File: src/rtl/vga_frame_scanout.sv
// Reader side of a 320x240x12 frame buffer: 640x480@60 VGA timing, 2x2 pixel
// upscale addressing and registered RGB/sync outputs aligned to RAM read latency.
module vga_frame_scanout #(
  parameter int H_ACTIVE     = 640,
  parameter int H_FP         = 16,
  parameter int H_SYNC       = 96,
  parameter int H_BP         = 48,
  parameter int V_ACTIVE     = 480,
  parameter int V_FP         = 10,
  parameter int V_SYNC       = 2,
  parameter int V_BP         = 33,
  parameter int IMAGE_WIDTH  = 320,
  parameter int IMAGE_HEIGHT = 240,
  parameter int READ_LATENCY = 1
) (
  input  logic        clk,
  input  logic        rst_n,
  input  logic        pix_en,
  output logic [7:0]  row_read,
  output logic [8:0]  col_read,
  input  logic [11:0] pixel_in,
  output logic [3:0]  vga_r,
  output logic [3:0]  vga_g,
  output logic [3:0]  vga_b,
  output logic        vga_hsync,
  output logic        vga_vsync,
  output logic        active_video,
  output logic        frame_start
);

  localparam int H_TOTAL  = H_ACTIVE + H_FP + H_SYNC + H_BP;
  localparam int V_TOTAL  = V_ACTIVE + V_FP + V_SYNC + V_BP;
  localparam int HS_START = H_ACTIVE + H_FP;
  localparam int HS_END   = HS_START + H_SYNC;
  localparam int VS_START = V_ACTIVE + V_FP;
  localparam int VS_END   = VS_START + V_SYNC;
  // One stage for the address register plus one per RAM latency strobe.
  localparam int DEPTH    = READ_LATENCY + 1;

  typedef struct packed {
    logic vis;
    logic hs_n;
    logic vs_n;
    logic first;
  } ctl_t;

  localparam ctl_t CTL_IDLE = '{vis: 1'b0, hs_n: 1'b1, vs_n: 1'b1, first: 1'b0};

  logic [9:0]            h_cnt_q, h_cnt_d;
  logic [9:0]            v_cnt_q, v_cnt_d;
  logic [7:0]            row_read_q, row_read_d;
  logic [8:0]            col_read_q, col_read_d;
  ctl_t [DEPTH-1:0]      ctl_pipe_q, ctl_pipe_d;
  logic [11:0]           rgb_q, rgb_d;
  logic                  hsync_q, hsync_d;
  logic                  vsync_q, vsync_d;
  logic                  active_q, active_d;
  logic                  frame_start_q, frame_start_d;

  ctl_t                  ctl_p0;
  ctl_t                  ctl_out;
  logic [8:0]            col_full;
  logic [7:0]            row_full;
  logic [8:0]            col_addr;
  logic [7:0]            row_addr;

  // Stage 0: counters and raw timing decode
  always_comb begin
    h_cnt_d = h_cnt_q;
    v_cnt_d = v_cnt_q;
    if (pix_en) begin
      if (h_cnt_q == 10'(H_TOTAL - 1)) begin
        h_cnt_d = '0;
        v_cnt_d = (v_cnt_q == 10'(V_TOTAL - 1)) ? '0 : v_cnt_q + 10'd1;
      end else begin
        h_cnt_d = h_cnt_q + 10'd1;
      end
    end
  end

  always_comb begin
    ctl_p0       = CTL_IDLE;
    ctl_p0.vis   = (h_cnt_q < 10'(H_ACTIVE)) && (v_cnt_q < 10'(V_ACTIVE));
    ctl_p0.hs_n  = !((h_cnt_q >= 10'(HS_START)) && (h_cnt_q < 10'(HS_END)));
    ctl_p0.vs_n  = !((v_cnt_q >= 10'(VS_START)) && (v_cnt_q < 10'(VS_END)));
    ctl_p0.first = (h_cnt_q == 10'd0) && (v_cnt_q == 10'd0);
  end

  // Stage 1: 2x2 upscale addressing, clamped so a mismatched timing set can never
  // address past the buffer.
  always_comb begin
    col_full = h_cnt_q[9:1];
    row_full = v_cnt_q[8:1];
    col_addr = (col_full > 9'(IMAGE_WIDTH - 1))  ? 9'(IMAGE_WIDTH - 1)  : col_full;
    row_addr = (row_full > 8'(IMAGE_HEIGHT - 1)) ? 8'(IMAGE_HEIGHT - 1) : row_full;

    col_read_d = col_read_q;
    row_read_d = row_read_q;
    ctl_pipe_d = ctl_pipe_q;
    if (pix_en) begin
      col_read_d = ctl_p0.vis ? col_addr : '0;
      row_read_d = ctl_p0.vis ? row_addr : '0;
      ctl_pipe_d = {ctl_pipe_q[DEPTH-2:0], ctl_p0};
    end
  end

  // Output stage: capture pixel_in alongside its delayed control flags
  always_comb begin
    ctl_out       = ctl_pipe_q[DEPTH-1];
    rgb_d         = rgb_q;
    hsync_d       = hsync_q;
    vsync_d       = vsync_q;
    active_d      = active_q;
    frame_start_d = 1'b0;
    if (pix_en) begin
      rgb_d         = ctl_out.vis ? pixel_in : 12'h000;
      hsync_d       = ctl_out.hs_n;
      vsync_d       = ctl_out.vs_n;
      active_d      = ctl_out.vis;
      frame_start_d = ctl_out.first;
    end
  end

  always_ff @(posedge clk or negedge rst_n) begin
    if (!rst_n) begin
      h_cnt_q       <= '0;
      v_cnt_q       <= '0;
      row_read_q    <= '0;
      col_read_q    <= '0;
      ctl_pipe_q    <= {DEPTH{CTL_IDLE}};
      rgb_q         <= '0;
      hsync_q       <= 1'b1;
      vsync_q       <= 1'b1;
      active_q      <= 1'b0;
      frame_start_q <= 1'b0;
    end else begin
      h_cnt_q       <= h_cnt_d;
      v_cnt_q       <= v_cnt_d;
      row_read_q    <= row_read_d;
      col_read_q    <= col_read_d;
      ctl_pipe_q    <= ctl_pipe_d;
      rgb_q         <= rgb_d;
      hsync_q       <= hsync_d;
      vsync_q       <= vsync_d;
      active_q      <= active_d;
      frame_start_q <= frame_start_d;
    end
  end

  assign row_read     = row_read_q;
  assign col_read     = col_read_q;
  assign vga_r        = rgb_q[11:8];
  assign vga_g        = rgb_q[7:4];
  assign vga_b        = rgb_q[3:0];
  assign vga_hsync    = hsync_q;
  assign vga_vsync    = vsync_q;
  assign active_video = active_q;
  assign frame_start  = frame_start_q;

endmodule

File: config.mk
export PLATFORM = sky130hd
export DESIGN_NAME = vga_frame_scanout
export DESIGN_NICKNAME = d
export VERILOG_FILES = /design/src/rtl/vga_frame_scanout.sv
export SDC_FILE = /design/constraint.sdc
export NUM_CORES = 1
export LEC_CHECK = 0
export ABC_AREA = 1
export BUFFER_PORTS_ARGS = -buffer_cell sky130_fd_sc_hd__buf_2
export CORE_MARGIN = 4
export CORE_UTILIZATION = 50
export DETAILED_ROUTE_END_ITERATION = 8
export PLACE_DENSITY = 0.71
export SLEW_MARGIN = 40
export SYNTH_ARGS = -nofsm -noshare
export SYNTH_HDL_FRONTEND = slang
export SYNTH_SLANG_ARGS = --single-unit
export TNS_END_PERCENT = 5
File: constraint.sdc
create_clock -name clk -period 2.6 [get_ports clk]
set_clock_uncertainty 0.05 [all_clocks]
set_input_delay 0.13 -clock clk [delete_from_list [all_inputs] [get_ports clk]]
set_output_delay 0.13 -clock clk [all_outputs]
set_load 0.02 [all_outputs]
Word-level counts from Yosys, hierarchy flattened
Index checks and enable logic that the tools add are counted.
Widths: inputs -> output; s select.
{"block": "classes", "eq_ne": 2, "bitwise": 0, "n_reduce_logical": 9, "div_mod_pow": 0, "n_mul": 0, "shift": 0, "n_addsub": 2, "magnitude_cmp": 8, "muxes": 8}
{"operator": "$add 10x1->10 const B", "n": 2}
{"operator": "$eq 10x10->1 const B", "n": 2}
{"operator": "$logic_not 10->1", "n": 2}
{"operator": "$lt 10x10->1 const B", "n": 2}
{"operator": "$lt 10x9->1 const B", "n": 2}
{"operator": "$mux 10", "n": 2}
{"operator": "$mux 9", "n": 2}
{"operator": "$mux 8", "n": 2}
{"operator": "$mux 12", "n": 1}
{"operator": "$ge 10x10->1 const B", "n": 1}
{"operator": "$ge 10x9->1 const B", "n": 1}
{"operator": "$gt 9x9->1 const B", "n": 1}
{"operator": "$gt 8x8->1 const B", "n": 1}
{"operator": "$logic_and 1x1->1", "n": 4}
{"operator": "$logic_not 1->1", "n": 2}
{"operator": "$reduce_and 2->1", "n": 1}
{"operator": "$mux 1", "n": 1}
{"block": "word_totals", "n_memories": 0, "latchBits": 0, "romBits": 0, "ramBits": 0, "regBits": 61, "word_cells": 46}

Logic depth before layout (Yosys ltp)
{"block": "logic_depth", "word_depth": 3, "depth_mapped": 9, "mapped_depth_nobuf": 9}

Worst setup path after synthesis
Ideal clock, no wire load.
{"block": "synth_path", "path_kind": "register -> register", "from": "register v_cnt_q[0]", "to": "register v_cnt_q[8]", "slack_ns": 1.255, "path_stages_with_launch": 9, "arrival_ns": 1.178, "synth_period_minus_slack_ns": 1.345, "setup_time_ns": 0.116, "t_required_ns": 2.434, "cell_sequence": "dfrtp_1 > ha_1 > inv_1 > nor2_1 > nand3_1 > o21ai_0 > nand2_1 > nand2_1 > nand2_1"}
{"block": "synth_between", "elab_chain_cells": 2, "elab_cells_between_ends": 3}
{"element": "from (decl)", "line_no": "50", "text": "logic [9:0] v_cnt_q, v_cnt_d;"}
{"element": "from (signal assigned)", "line_no": "138", "text": "v_cnt_q <= v_cnt_d;"}
{"element": "$add 10x1->10 or $eq 10x10->1 (tied branches)", "line_no": "74", "text": "v_cnt_d = (v_cnt_q == 10'(V_TOTAL - 1)) ? '0 : v_cnt_q + 10'd1;"}
{"element": "$mux 10 (*)", "line_no": "74"}
Mark *: on every way between the ends. The rest lies on a longest branch, timed or not.
A chain may end at the register's enable or synchronous reset.

Worst setup path after layout
{"block": "layout_path", "from": "register h_cnt_q[1]", "to": "register v_cnt_q[9]"}
{"block": "layout_between", "elab_chain_cells": 2}
{"element": "from (decl)", "line_no": "49", "text": "logic [9:0] h_cnt_q, h_cnt_d;"}
{"element": "from (signal assigned)", "line_no": "137", "text": "h_cnt_q <= h_cnt_d;"}
{"element": "$eq 10x10->1", "line_no": "72", "text": "if (h_cnt_q == 10'(H_TOTAL - 1)) begin"}
{"element": "$reduce_and 2->1 (no line)"}
Every way passes these cells.

==> qor.yml <==
synthesis:
  yosysUniqueCellTypes: 26
  synth_edf_count: 0
  syn_nets: 361
  syn_avg_cell_area_um2: 8.268
  synth_seq_area_share_pct: 54.25
  yosysWarnings: 0
  ys_async_sr_fraction_pct: 100.0
  ys_ff_latch: 61
  synth_area_um2: 2828
  postSynthCellCount: 342
  synth_flop_cell: "dfrtp_1"
critical_path:
  crit_chain: "ha_1 -> inv_1 -> nor2_4 -> nand4_2 -> nor2_2 -> inv_1 -> nand2_1 -> nand2_1"
  worstPathMaxFanout: 11
  r2r_slack_ps: 850
  required_ps: 2770
  critical_path_class: "flip-flop to flip-flop"
  worst-path-stages: 8
  r2r_start: "h_cnt_q[1]$_DFFE_PN0P_"
  r2r-end: "v_cnt_q[9]$_DFFE_PN0P_"
  cp_slowest_cell: "dfrtp_1"
  critPathLaunch: "h_cnt_q[1]$_DFFE_PN0P_"
  cp.arrival_ps: 1920
  critPathBufInv: 2
  cp-start-kind: "flip-flop"
  reg2reg_depth: 8
  critPathCaptureType: "flip-flop"
  crit_family: "simple AND/OR/NAND/NOR gates"
  cp_slowest_stage_delay_ps: 410
placement:
  gp_congestion: 0.9349
  post-place-ws_ps: 844.7
  io_buffers: 47
  placed_cell_area_um2: 3103
  dp_hpwl_um: 4113
  place_inst: 451
sta:
  finalCriticalPeriod_ps: 1746
  setup_ws_ps: 854.2
  period_share_pct: 67.14
  finalSetupViolations: 0
  max_slew_margin_pct: 62.19
  max_freq_mhz: 572.8
  finalHoldViolCount: 0
  setup_tns_ps: 0
  tightest_slew_ps: 567.1
  whs_ps: 206.3
  slew_viol_final: 0
  rsz0062_at_grt: "false"
cells_and_area:
  num_antenna_cells: 0
  drive_gt1_share_pct: 19.12
  nets: 422
  mostFrequentLayoutCells: "nand2_1, dfrtp_1, buf_2, nand3_1, inv_1"
  multi_input_area_um2: 1097
  instances_no_fill: 480
  final_util_pct: 62.37
  design_area_um2: 3435
  synthToLayoutAreaGrowth_pct: 21.46
  layout_commonest_cell: "nand2_1"
  seq_area_um2: 1534
  fillers: 478
clock_tree:
  cts_buffers: 9
  cts_resized: 0
  clockBufferDepth: 2
  cts_sinks: 61
  clk_pin_slew_ps: 70
  htree_levels: 3
  clock_latency_ps: 340
  tritoncts: "done"
  cts-root-buf: "clkbuf_8"
  post-cts-setup-buffer-count: 0
floorplanning:
  fp.dieW_um: 83.20
  io_pins: 48
  initial_core_util_pct: 51.35
  core_um2: 5507
  die-area_um2: 6922
  dieHeight_um: 83.20
  rows: 27
power_and_ir_drop:
  clkPwrFrac_pct: 32.9
  power_density_nw_per_um2: 737.1
  p_seq_share_pct: 47.6
  p_comb_share_pct: 19.5
  intPower_mw: 1.699
  switching_share_pct: 32.87
  ir_worst_vdd_uv: 373.3
  power.leakage_nw: 1.807
  switching_power_mw: 0.8321
  power_mw: 2.532
worst_hold_path:
  hold_class: "input port to flip-flop"
  hold_start: "pix_en"
  hold_depth: 3
  hold_path_end: "vga_vsync$_DFFE_PN1P_"
drt:
  drtIter0Drc: 133
  drtAntennaViolNets: 0
  vias: 2390
  firstDrtPassIters: 4
  drc: 0
  drt-total-wl_um: 6165
  routedWlPerCell_um: 12.84
  via_per_inst: 4.979
status:
  status: "completed"
grt:
  grt-ovfl-total: 0
  grt_usage_pct: 19.32
  grt_max_degree: 62
  grt_pass1_wl_um: 10880
  antenna_found_initial: 0
  first_global_vias: 2280
run:
  maxCapViolations: 0
[area by class of cell]
| type | instances | area share [%] |
|---|---|---|
| Clock buffer | 9 | 3.607 |
| Sequential cell | 61 | 44.66 |
| Inverter | 35 | 3.825 |
| Multi-Input combinational cell | 234 | 31.95 |
| Tap cell | 72 | 2.623 |
| Clock inverter | 7 | 2.149 |
| Timing Repair Buffer | 62 | 11.18 |
[flip-flops by register name, indices dropped and copies added, names as in the netlist]
| name | count |
|---|---|
| active_video | 1 |
| col_read | 9 |
| ctl_out | 4 |
| ctl_pipe_q | 4 |
| frame_start | 1 |
| h_cnt_q | 10 |
| rgb_q | 12 |
| row_read | 8 |
| v_cnt_q | 10 |
| vga_hsync | 1 |
| vga_vsync | 1 |
[how the worst max path moves through the flow]
stage                                         end  slack [ps]
after global routing       v_cnt_q[8]$_DFFE_PN0P_         700
after global placement    col_read[6]$_DFFE_PN0P_         890
after detailed placement  col_read[6]$_DFFE_PN0P_         840
after CTS                  v_cnt_q[5]$_DFFE_PN0P_         880
after floorplan            v_cnt_q[8]$_DFFE_PN0P_        1260
final                      v_cnt_q[9]$_DFFE_PN0P_         850
[Yosys cell counts (2+ instances only)]
| master | n | area (um2) |
|---|---|---|
| a21oi_1 | 4 | 20.02 |
| buf_2 | 7 | 35.03 |
| clkbuf_1 | 3 | 11.26 |
| dfrtp_1 | 55 | 1376 |
| dfstp_2 | 6 | 157.7 |
| ha_1 | 4 | 50.05 |
| inv_1 | 35 | 131.4 |
| nand2_1 | 110 | 412.9 |
| nand3_1 | 42 | 210.2 |
| nand4_1 | 3 | 18.77 |
| nor2_1 | 19 | 71.32 |
| nor2_2 | 2 | 12.51 |
| nor2_4 | 2 | 22.52 |
| nor3_1 | 12 | 60.06 |
| o21ai_0 | 18 | 90.09 |
| o21ai_1 | 6 | 30.03 |
| xnor2_1 | 2 | 17.52 |
| xor2_1 | 4 | 35.03 |
[cells by family after synthesis]
family / count (synthesis) / share of synthesized area, %
AND/OR/NAND/NOR: 194 / 29.69
flip-flops: 61 / 54.25
buffers and inverters: 47 / 6.947
AO/OA/AOI/OAI: 30 / 5.487
XOR/XNOR: 6 / 1.858
adder cells (fa/ha/maj): 4 / 1.770
[layer usage]
metal  vias to the layer above  GRT usage (%)  wire [um]
met5                         -              0          0
met4                         0          10.25        128
met3                        11          4.266        309
met2                        63          27.33       2787
met1                      1107          27.59       2939
li1                       1209              -          -
[worst min-delay path: stages]
cell and delay, ps:
buf_2 280, nand2_1 120, nand2_1 50
[power groups by stage]
stage	Combinational, mW	Sequential (mW)	Clock, mW
floorplan	0.281	1.26	0
global placement	0.477	1.22	0
detailed placement	0.479	1.22	0
CTS	0.497	1.20	0.853
global route	0.561	1.23	0.895
finish	0.493	1.21	0.833
[repair_timing]
action,4_1_cts,5_1_grt
endpoints found under the setup margin,0,0
hold buffers,13,0
endpoints found under the hold margin,67,0
No activity file was read; power rests on OpenSTA's default activity.
